===== src/rtl/mapper_mem_pkg.sv =====
// Shared types and helpers for the mapper memory scheduler and its request slots.
package mapper_mem_pkg;

  localparam int MEM_AW = 22;

  typedef enum logic [1:0] {
    IDLE  = 2'd0,
    ISSUE = 2'd1,
    WAIT  = 2'd2
  } sched_state_t;

  typedef enum logic {
    PORT_PRG = 1'b0,
    PORT_CHR = 1'b1
  } port_id_t;

  // An access never reaches memory when the mapper blocks it or answers the read itself.
  function automatic logic access_is_local(input logic write, input logic allow,
                                           input logic bus_write);
    return !allow || (!write && bus_write);
  endfunction

endpackage


===== src/rtl/mapper_mem_slot.sv =====
// One requester slot: captures a strobed access, resolves local accesses on the spot
// and holds memory-bound accesses until the scheduler completes them.
module mapper_mem_slot
  import mapper_mem_pkg::*;
#(
  parameter int AW = MEM_AW
) (
  input  logic          clk,
  input  logic          resetn,
  input  logic          stb,
  input  logic          write,
  input  logic [AW-1:0] addr,
  input  logic          allow,
  input  logic [7:0]    din,
  input  logic          bus_write,
  input  logic [7:0]    bus_dout,
  input  logic          clear,
  output logic          pend,
  output logic          ovf,
  output logic          loc_done,
  output logic          loc_load,
  output logic [7:0]    loc_data,
  output logic          view_valid,
  output logic          view_we,
  output logic [AW-1:0] view_addr,
  output logic [7:0]    view_wdata
);

  logic          pend_q, pend_d;
  logic          ovf_q, ovf_d;
  logic          we_q, we_d;
  logic [AW-1:0] addr_q, addr_d;
  logic [7:0]    wdata_q, wdata_d;
  logic          is_local;
  logic          accept;

  always_comb begin
    pend_d   = pend_q;
    ovf_d    = ovf_q;
    we_d     = we_q;
    addr_d   = addr_q;
    wdata_d  = wdata_q;
    is_local = access_is_local(write, allow, bus_write);
    accept   = stb && !pend_q;
    loc_done = accept && is_local;
    loc_load = loc_done && !write && bus_write;
    loc_data = bus_dout;

    if (stb && pend_q) ovf_d = 1'b1;
    if (clear) pend_d = 1'b0;
    // Local accesses finish at the capture edge, so only memory-bound ones occupy the slot.
    if (accept && !is_local) begin
      pend_d  = 1'b1;
      we_d    = write;
      addr_d  = addr;
      wdata_d = din;
    end

    // The view bypasses the capture register so an idle scheduler can issue in the strobe cycle.
    view_valid = pend_q || (accept && !is_local);
    view_we    = pend_q ? we_q    : write;
    view_addr  = pend_q ? addr_q  : addr;
    view_wdata = pend_q ? wdata_q : din;
  end

  always_ff @(posedge clk or negedge resetn) begin
    if (!resetn) begin
      pend_q  <= 1'b0;
      ovf_q   <= 1'b0;
      we_q    <= 1'b0;
      addr_q  <= '0;
      wdata_q <= '0;
    end else begin
      pend_q  <= pend_d;
      ovf_q   <= ovf_d;
      we_q    <= we_d;
      addr_q  <= addr_d;
      wdata_q <= wdata_d;
    end
  end

  assign pend = pend_q;
  assign ovf  = ovf_q;

endmodule


===== src/rtl/mapper_mem_sched.sv =====
// Memory scheduler: arbitrates translated PRG/CHR mapper accesses onto a single
// request/grant memory port and returns read data per requester.
module mapper_mem_sched
  import mapper_mem_pkg::*;
#(
  parameter int AW         = MEM_AW,
  parameter int STARVE_MAX = 4
) (
  input  logic          clk,
  input  logic          resetn,
  input  logic          prg_stb,
  input  logic          prg_write,
  input  logic [AW-1:0] prg_aout,
  input  logic          prg_allow,
  input  logic [7:0]    prg_din,
  input  logic          prg_bus_write,
  input  logic [7:0]    prg_bus_dout,
  output logic [7:0]    prg_rdata,
  output logic          prg_done,
  input  logic          chr_stb,
  input  logic          chr_write,
  input  logic [AW-1:0] chr_aout,
  input  logic          chr_allow,
  input  logic [7:0]    chr_din,
  output logic [7:0]    chr_rdata,
  output logic          chr_done,
  output logic          mem_req,
  output logic          mem_we,
  output logic [AW-1:0] mem_addr,
  output logic [7:0]    mem_wdata,
  input  logic          mem_gnt,
  input  logic          mem_rvalid,
  input  logic [7:0]    mem_rdata,
  output logic          busy,
  output logic          ovf,
  output logic [1:0]    dbg_state
);

  localparam int SW = $clog2(STARVE_MAX + 1);

  sched_state_t  state_q, state_d;
  port_id_t      port_q, port_d;
  logic [AW-1:0] mem_addr_q, mem_addr_d;
  logic          mem_we_q, mem_we_d;
  logic [7:0]    mem_wdata_q, mem_wdata_d;
  logic [SW-1:0] starve_q, starve_d;
  logic [7:0]    prg_rdata_q, prg_rdata_d;
  logic [7:0]    chr_rdata_q, chr_rdata_d;
  logic          prg_done_q, prg_done_d;
  logic          chr_done_q, chr_done_d;
  logic          prg_clear, chr_clear;
  logic          gnt_ev, pick_chr;

  logic          prg_pend, prg_ovf, prg_loc_done, prg_loc_load;
  logic [7:0]    prg_loc_data, prg_view_wdata;
  logic          prg_view_valid, prg_view_we;
  logic [AW-1:0] prg_view_addr;
  logic          chr_pend, chr_ovf, chr_loc_done, chr_loc_load;
  logic [7:0]    chr_loc_data, chr_view_wdata;
  logic          chr_view_valid, chr_view_we;
  logic [AW-1:0] chr_view_addr;

  mapper_mem_slot #(.AW(AW)) u_prg_slot (
    .clk        (clk),
    .resetn     (resetn),
    .stb        (prg_stb),
    .write      (prg_write),
    .addr       (prg_aout),
    .allow      (prg_allow),
    .din        (prg_din),
    .bus_write  (prg_bus_write),
    .bus_dout   (prg_bus_dout),
    .clear      (prg_clear),
    .pend       (prg_pend),
    .ovf        (prg_ovf),
    .loc_done   (prg_loc_done),
    .loc_load   (prg_loc_load),
    .loc_data   (prg_loc_data),
    .view_valid (prg_view_valid),
    .view_we    (prg_view_we),
    .view_addr  (prg_view_addr),
    .view_wdata (prg_view_wdata)
  );

  // CHR has no mapper register-read path, so its bus flag is tied low.
  mapper_mem_slot #(.AW(AW)) u_chr_slot (
    .clk        (clk),
    .resetn     (resetn),
    .stb        (chr_stb),
    .write      (chr_write),
    .addr       (chr_aout),
    .allow      (chr_allow),
    .din        (chr_din),
    .bus_write  (1'b0),
    .bus_dout   (8'h00),
    .clear      (chr_clear),
    .pend       (chr_pend),
    .ovf        (chr_ovf),
    .loc_done   (chr_loc_done),
    .loc_load   (chr_loc_load),
    .loc_data   (chr_loc_data),
    .view_valid (chr_view_valid),
    .view_we    (chr_view_we),
    .view_addr  (chr_view_addr),
    .view_wdata (chr_view_wdata)
  );

  // Handshake: mem_req with mem_we/mem_addr/mem_wdata is held stable from ISSUE entry
  // until the cycle mem_gnt is high; mem_rvalid is honoured only in WAIT.
  always_comb begin
    state_d     = state_q;
    port_d      = port_q;
    mem_addr_d  = mem_addr_q;
    mem_we_d    = mem_we_q;
    mem_wdata_d = mem_wdata_q;
    starve_d    = starve_q;
    prg_rdata_d = prg_rdata_q;
    chr_rdata_d = chr_rdata_q;
    prg_done_d  = prg_loc_done;
    chr_done_d  = chr_loc_done;
    prg_clear   = 1'b0;
    chr_clear   = 1'b0;
    gnt_ev      = 1'b0;
    pick_chr    = 1'b0;

    if (prg_loc_load) prg_rdata_d = prg_loc_data;
    if (chr_loc_load) chr_rdata_d = chr_loc_data;

    case (state_q)
      IDLE: begin
        pick_chr = chr_view_valid && !(prg_view_valid && starve_q == SW'(STARVE_MAX));
        if (pick_chr) begin
          port_d      = PORT_CHR;
          mem_addr_d  = chr_view_addr;
          mem_we_d    = chr_view_we;
          mem_wdata_d = chr_view_wdata;
          state_d     = ISSUE;
        end else if (prg_view_valid) begin
          port_d      = PORT_PRG;
          mem_addr_d  = prg_view_addr;
          mem_we_d    = prg_view_we;
          mem_wdata_d = prg_view_wdata;
          state_d     = ISSUE;
        end
      end
      ISSUE: begin
        if (mem_gnt) begin
          gnt_ev = 1'b1;
          if (mem_we_q) begin
            state_d = IDLE;
            if (port_q == PORT_PRG) begin
              prg_done_d = 1'b1;
              prg_clear  = 1'b1;
            end else begin
              chr_done_d = 1'b1;
              chr_clear  = 1'b1;
            end
          end else begin
            state_d = WAIT;
          end
        end
      end
      WAIT: begin
        if (mem_rvalid) begin
          state_d = IDLE;
          if (port_q == PORT_PRG) begin
            prg_rdata_d = mem_rdata;
            prg_done_d  = 1'b1;
            prg_clear   = 1'b1;
          end else begin
            chr_rdata_d = mem_rdata;
            chr_done_d  = 1'b1;
            chr_clear   = 1'b1;
          end
        end
      end
      default: state_d = IDLE;
    endcase

    // Count CHR grants that overtake a waiting PRG access.
    if (gnt_ev && port_q == PORT_PRG) begin
      starve_d = '0;
    end else if (!prg_pend) begin
      starve_d = '0;
    end else if (gnt_ev && port_q == PORT_CHR && starve_q != SW'(STARVE_MAX)) begin
      starve_d = starve_q + SW'(1);
    end
  end

  always_ff @(posedge clk or negedge resetn) begin
    if (!resetn) begin
      state_q     <= IDLE;
      port_q      <= PORT_PRG;
      mem_addr_q  <= '0;
      mem_we_q    <= 1'b0;
      mem_wdata_q <= '0;
      starve_q    <= '0;
      prg_rdata_q <= '0;
      chr_rdata_q <= '0;
      prg_done_q  <= 1'b0;
      chr_done_q  <= 1'b0;
    end else begin
      state_q     <= state_d;
      port_q      <= port_d;
      mem_addr_q  <= mem_addr_d;
      mem_we_q    <= mem_we_d;
      mem_wdata_q <= mem_wdata_d;
      starve_q    <= starve_d;
      prg_rdata_q <= prg_rdata_d;
      chr_rdata_q <= chr_rdata_d;
      prg_done_q  <= prg_done_d;
      chr_done_q  <= chr_done_d;
    end
  end

  assign mem_req   = (state_q == ISSUE);
  assign mem_we    = mem_we_q;
  assign mem_addr  = mem_addr_q;
  assign mem_wdata = mem_wdata_q;
  assign prg_rdata = prg_rdata_q;
  assign chr_rdata = chr_rdata_q;
  assign prg_done  = prg_done_q;
  assign chr_done  = chr_done_q;
  assign busy      = prg_pend || chr_pend || (state_q != IDLE);
  assign ovf       = prg_ovf || chr_ovf;
  assign dbg_state = state_q;

endmodule

===== config.mk =====
export PLATFORM = sky130hd
export DESIGN_NAME = mapper_mem_sched
export DESIGN_NICKNAME = d
export VERILOG_FILES = /design/src/rtl/mapper_mem_pkg.sv /design/src/rtl/mapper_mem_slot.sv /design/src/rtl/mapper_mem_sched.sv
export SDC_FILE = /design/constraint.sdc
export NUM_CORES = 1
export LEC_CHECK = 0
export ABC_CLOCK_PERIOD_IN_PS = 2820
export CORE_AREA = 2 2 109 111
export DETAILED_ROUTE_END_ITERATION = 8
export DIE_AREA = 0 0 111 113
export PLACE_DENSITY = 0.84
export SETUP_SLACK_MARGIN = 0.05
export SYNTH_ARGS = -nofsm -noshare
export SYNTH_HDL_FRONTEND = slang
export SYNTH_SLANG_ARGS = --single-unit

===== constraint.sdc =====
create_clock -name clk -period 2.82 [get_ports clk]
set_input_delay 0.846 -clock clk [delete_from_list [all_inputs] [get_ports clk]]
set_output_delay 0.846 -clock clk [all_outputs]
set_load 0.02 [all_outputs]

==> impl_metrics.json <==
{
  "setup_ws_ns": 0.340,
  "area_growth_pct": 37.0,
  "end_kind": "output pin",
  "synth_seq_cells": 121,
  "syn_nets": 604,
  "die_area_sq_um": 12500,
  "rsz0062_at_grt": "false",
  "die_h_um": 113,
  "dpl.cell_count": 772,
  "fmax_mhz": 403,
  "period_share_pct": 87.9,
  "synth.distinct_cells": 41,
  "numClockSinks": 121,
  "async_reset_ff_share_pct": 100,
  "area.sequential_sq_um": 3030,
  "fp.dieW_um": 111,
  "firstDrtPassIters": 4,
  "cts_root_buf": "clkbuf_16",
  "numPortBuffers": 140,
  "period_needed_ns": 2.48,
  "ant_nets": 0,
  "required_ns": 1.97,
  "num-fill-cells": 805,
  "p_int_uw": 5940,
  "dp_hpwl_mm": 10.3,
  "cts_setup_buffers": 0,
  "wl_per_cell_um": 19.7,
  "final_cell_count_no_fill": 804,
  "num-nets-final": 741,
  "yosysWarnings": 0,
  "multi_input_area_sq_um": 2660,
  "gp_congestion": 0.840,
  "relSlewSlack_pct": 54.0,
  "critPathLaunchType": "flip-flop",
  "grt_first_pass_wirelength_mm": 25.8,
  "power.leakage_uw": 0.00343,
  "drv_cap": 0,
  "hold_viol": 0,
  "core_area_sq_um": 11300,
  "viasPerCell": 6.00,
  "netlist_area_sq_um": 5970,
  "status": "finished, final reports clean",
  "fin_tns_setup_ns": 0,
  "critPathArrivalTime_ns": 1.63,
  "combPwrFrac_pct": 43.2,
  "drive_above_1_share_pct": 19.7,
  "switching_share_pct": 35.6,
  "clock_skew_ns": 0.00693,
  "numCtsBuffers": 17,
  "irDropWorstVdd_mv": 0.544,
  "avgSynthCellArea_sq_um": 11.7,
  "start_util_pct": 53.0,
  "grt_max_degree": 77,
  "cts.reportedPaths.clkPinSlew_ns": 0.05,
  "tritoncts": "yes",
  "overflow": 0,
  "yosysSeqAreaShare_pct": 50.7,
  "synthCells": 511,
  "drt-total-wl_mm": 15.9,
  "num_vias": 4827,
  "synth_edf_count": 0,
  "slew_violations": 0,
  "grt_util_all_layers_pct": 26.0,
  "drt_iter0_drc": 237,
  "rows": 39,
  "hold_slack_ns": 0.296,
  "power_frac_clock_pct": 23.2,
  "setup_violations": 0,
  "boundaryPins": 141,
  "power_switching_uw": 3280,
  "clockBufferDepth": 2,
  "antenna_found_initial": 0,
  "worstSetupPathType": "reg -> out",
  "power_frac_seq_pct": 33.6,
  "grt_pass1_vias": 5096,
  "tightest_slew_ns": 0.690,
  "clock_latency_ns": 0.41,
  "h-tree-depth": 4,
  "antenna_cells": 0,
  "power_density_nw_per_um2": 1130,
  "drc": 0,
  "yosys_most_used_dff": "dfrtp_1",
  "crit_path_max_fanout": 2,
  "cts-hold-fix-buffers": 0,
  "pre_cts_slack_ns": 0.0527,
  "hp-class": "in -> async"
}
-- synth_stat cells (2+ instances only) --
library cell	number	share of area, %
a2bb2oi_1	31	4.5
buf_2	12	1.0
ha_1	6	1.3
o21ai_0	2	0.17
nand2b_1	3	0.31
nor2b_1	34	3.6
mux2_2	70	13
a21o_1	3	0.38
mux2i_1	9	1.5
nand2_1	7	0.44
nand3_1	5	0.42
nor2_1	10	0.63
a221oi_1	31	4.5
nand3b_1	3	0.38
o2bb2ai_1	31	4.5
dfrtp_1	121	51
a21oi_1	10	0.84
clkbuf_1	28	1.8
and3_1	2	0.21
buf_1	3	0.19
a32o_1	2	0.34
inv_1	39	2.5
o211ai_1	31	3.9
-- flip-flops by register name, summed over array words and instances, names as in the netlist, 2 cells and up --
signal / flops
starve_q: 3
prg_rdata: 8
u_prg_slot.addr_q: 22
mem_wdata: 8
u_chr_slot.wdata_q: 8
mem_addr: 22
dbg_state: 2
chr_rdata: 8
u_chr_slot.addr_q: 22
u_prg_slot.wdata_q: 8
-- final timing paths --
check                      slack (ns)  cells after the start                         from                           to
max reg2reg                      0.58                      6  u_prg_slot.pend$_DFFE_PN0P_      mem_addr[7]$_DFFE_PN0P_
min                              0.30                      1                       resetn     chr_rdata[0]$_DFFE_PN0N_
max                              0.34                      2   u_chr_slot.ovf$_DFFE_PN0P_                          ovf
max in group asynchronous        1.84                      2                       resetn  u_prg_slot.pend$_DFFE_PN0P_
min in group clk                 0.46                      1   u_chr_slot.ovf$_DFFE_PN0P_   u_chr_slot.ovf$_DFFE_PN0P_
min reg2reg                      0.46                      1   u_chr_slot.ovf$_DFFE_PN0P_   u_chr_slot.ovf$_DFFE_PN0P_
-- final cells by class --
class | count | area share [%]
timing repair buffer | 161 | 19.4
clock buffer | 25 | 6.06
clock inverter | 7 | 1.10
multi-input combinational | 308 | 32.5
sequential | 121 | 37.0
inverter | 39 | 1.79
tap | 143 | 2.19
-- layout by cell type (no fill, tap or decap), types with 4 or more instances in the layout --
cell type and instances:
nand2_1 7, a21oi_1 10, clkbuf_1 4, o2bb2ai_1 31, clkdlybuf4s50_1 137, clkbuf_16 17
mux2i_1 9, nor2b_1 34, dfrtp_1 120, clkbuf_8 4, a221oi_1 31, mux2_2 70
o211ai_1 31, a2bb2oi_1 31, nand3_1 5, buf_4 20, inv_1 39, nor2_1 10
ha_1 5
-- power by group through the flow --
stage	Combinational [uW]	Sequential, uW	Clock, uW
after floorplan	2090	3400	0
after global placement	3800	3040	0
after detailed placement	3960	3100	0
after CTS	4000	3090	2160
after global routing	4300	3180	2260
final	3980	3100	2140
-- logic make-up (layout without fill, tap and decap cells) --
family / Yosys count / after routing / synth area share [%]
compound gates: 151 / 151 / 20.9
flops: 121 / 121 / 50.7
buf+inv: 82 / 232 / 5.40
mux: 80 / 80 / 14.9
simple gates: 71 / 71 / 6.87
fa+ha+maj: 6 / 6 / 1.26
-- critical path: stages (launching register included) --
cell and delay (ns):
dfrtp_1 0.37, or2_2 0.32, clkdlybuf4s50_1 0.54
-- layer usage --
metal / global-route usage, % / up-vias / share of wire (%)
met4: 11.6 / 0 / 2.8
met1: 31.0 / 2436 / 40
met3: 6.32 / 38 / 5.1
met5: 0 / - / 0
li1: - / 2182 / -
met2: 44.9 / 171 / 52
-- stage by stage --
step | area (sq um) | util (%) | power (uW)
finish | 8180 | 72.6 | 9210
global route | 8180 | 72.6 | 9740
CTS | 8180 | 72.5 | 9260
detailed placement | 7590 | 67.3 | 7060
global placement | 7590 | 67.3 | 6830
floorplan | 5970 | - | 5500
-- timing repair --
action	4_1_cts	5_1_grt
cloned	0	0
endpoints found under the setup margin	1	2
resized for setup	1	2
Note: power is estimated with default switching activity, not from simulation.
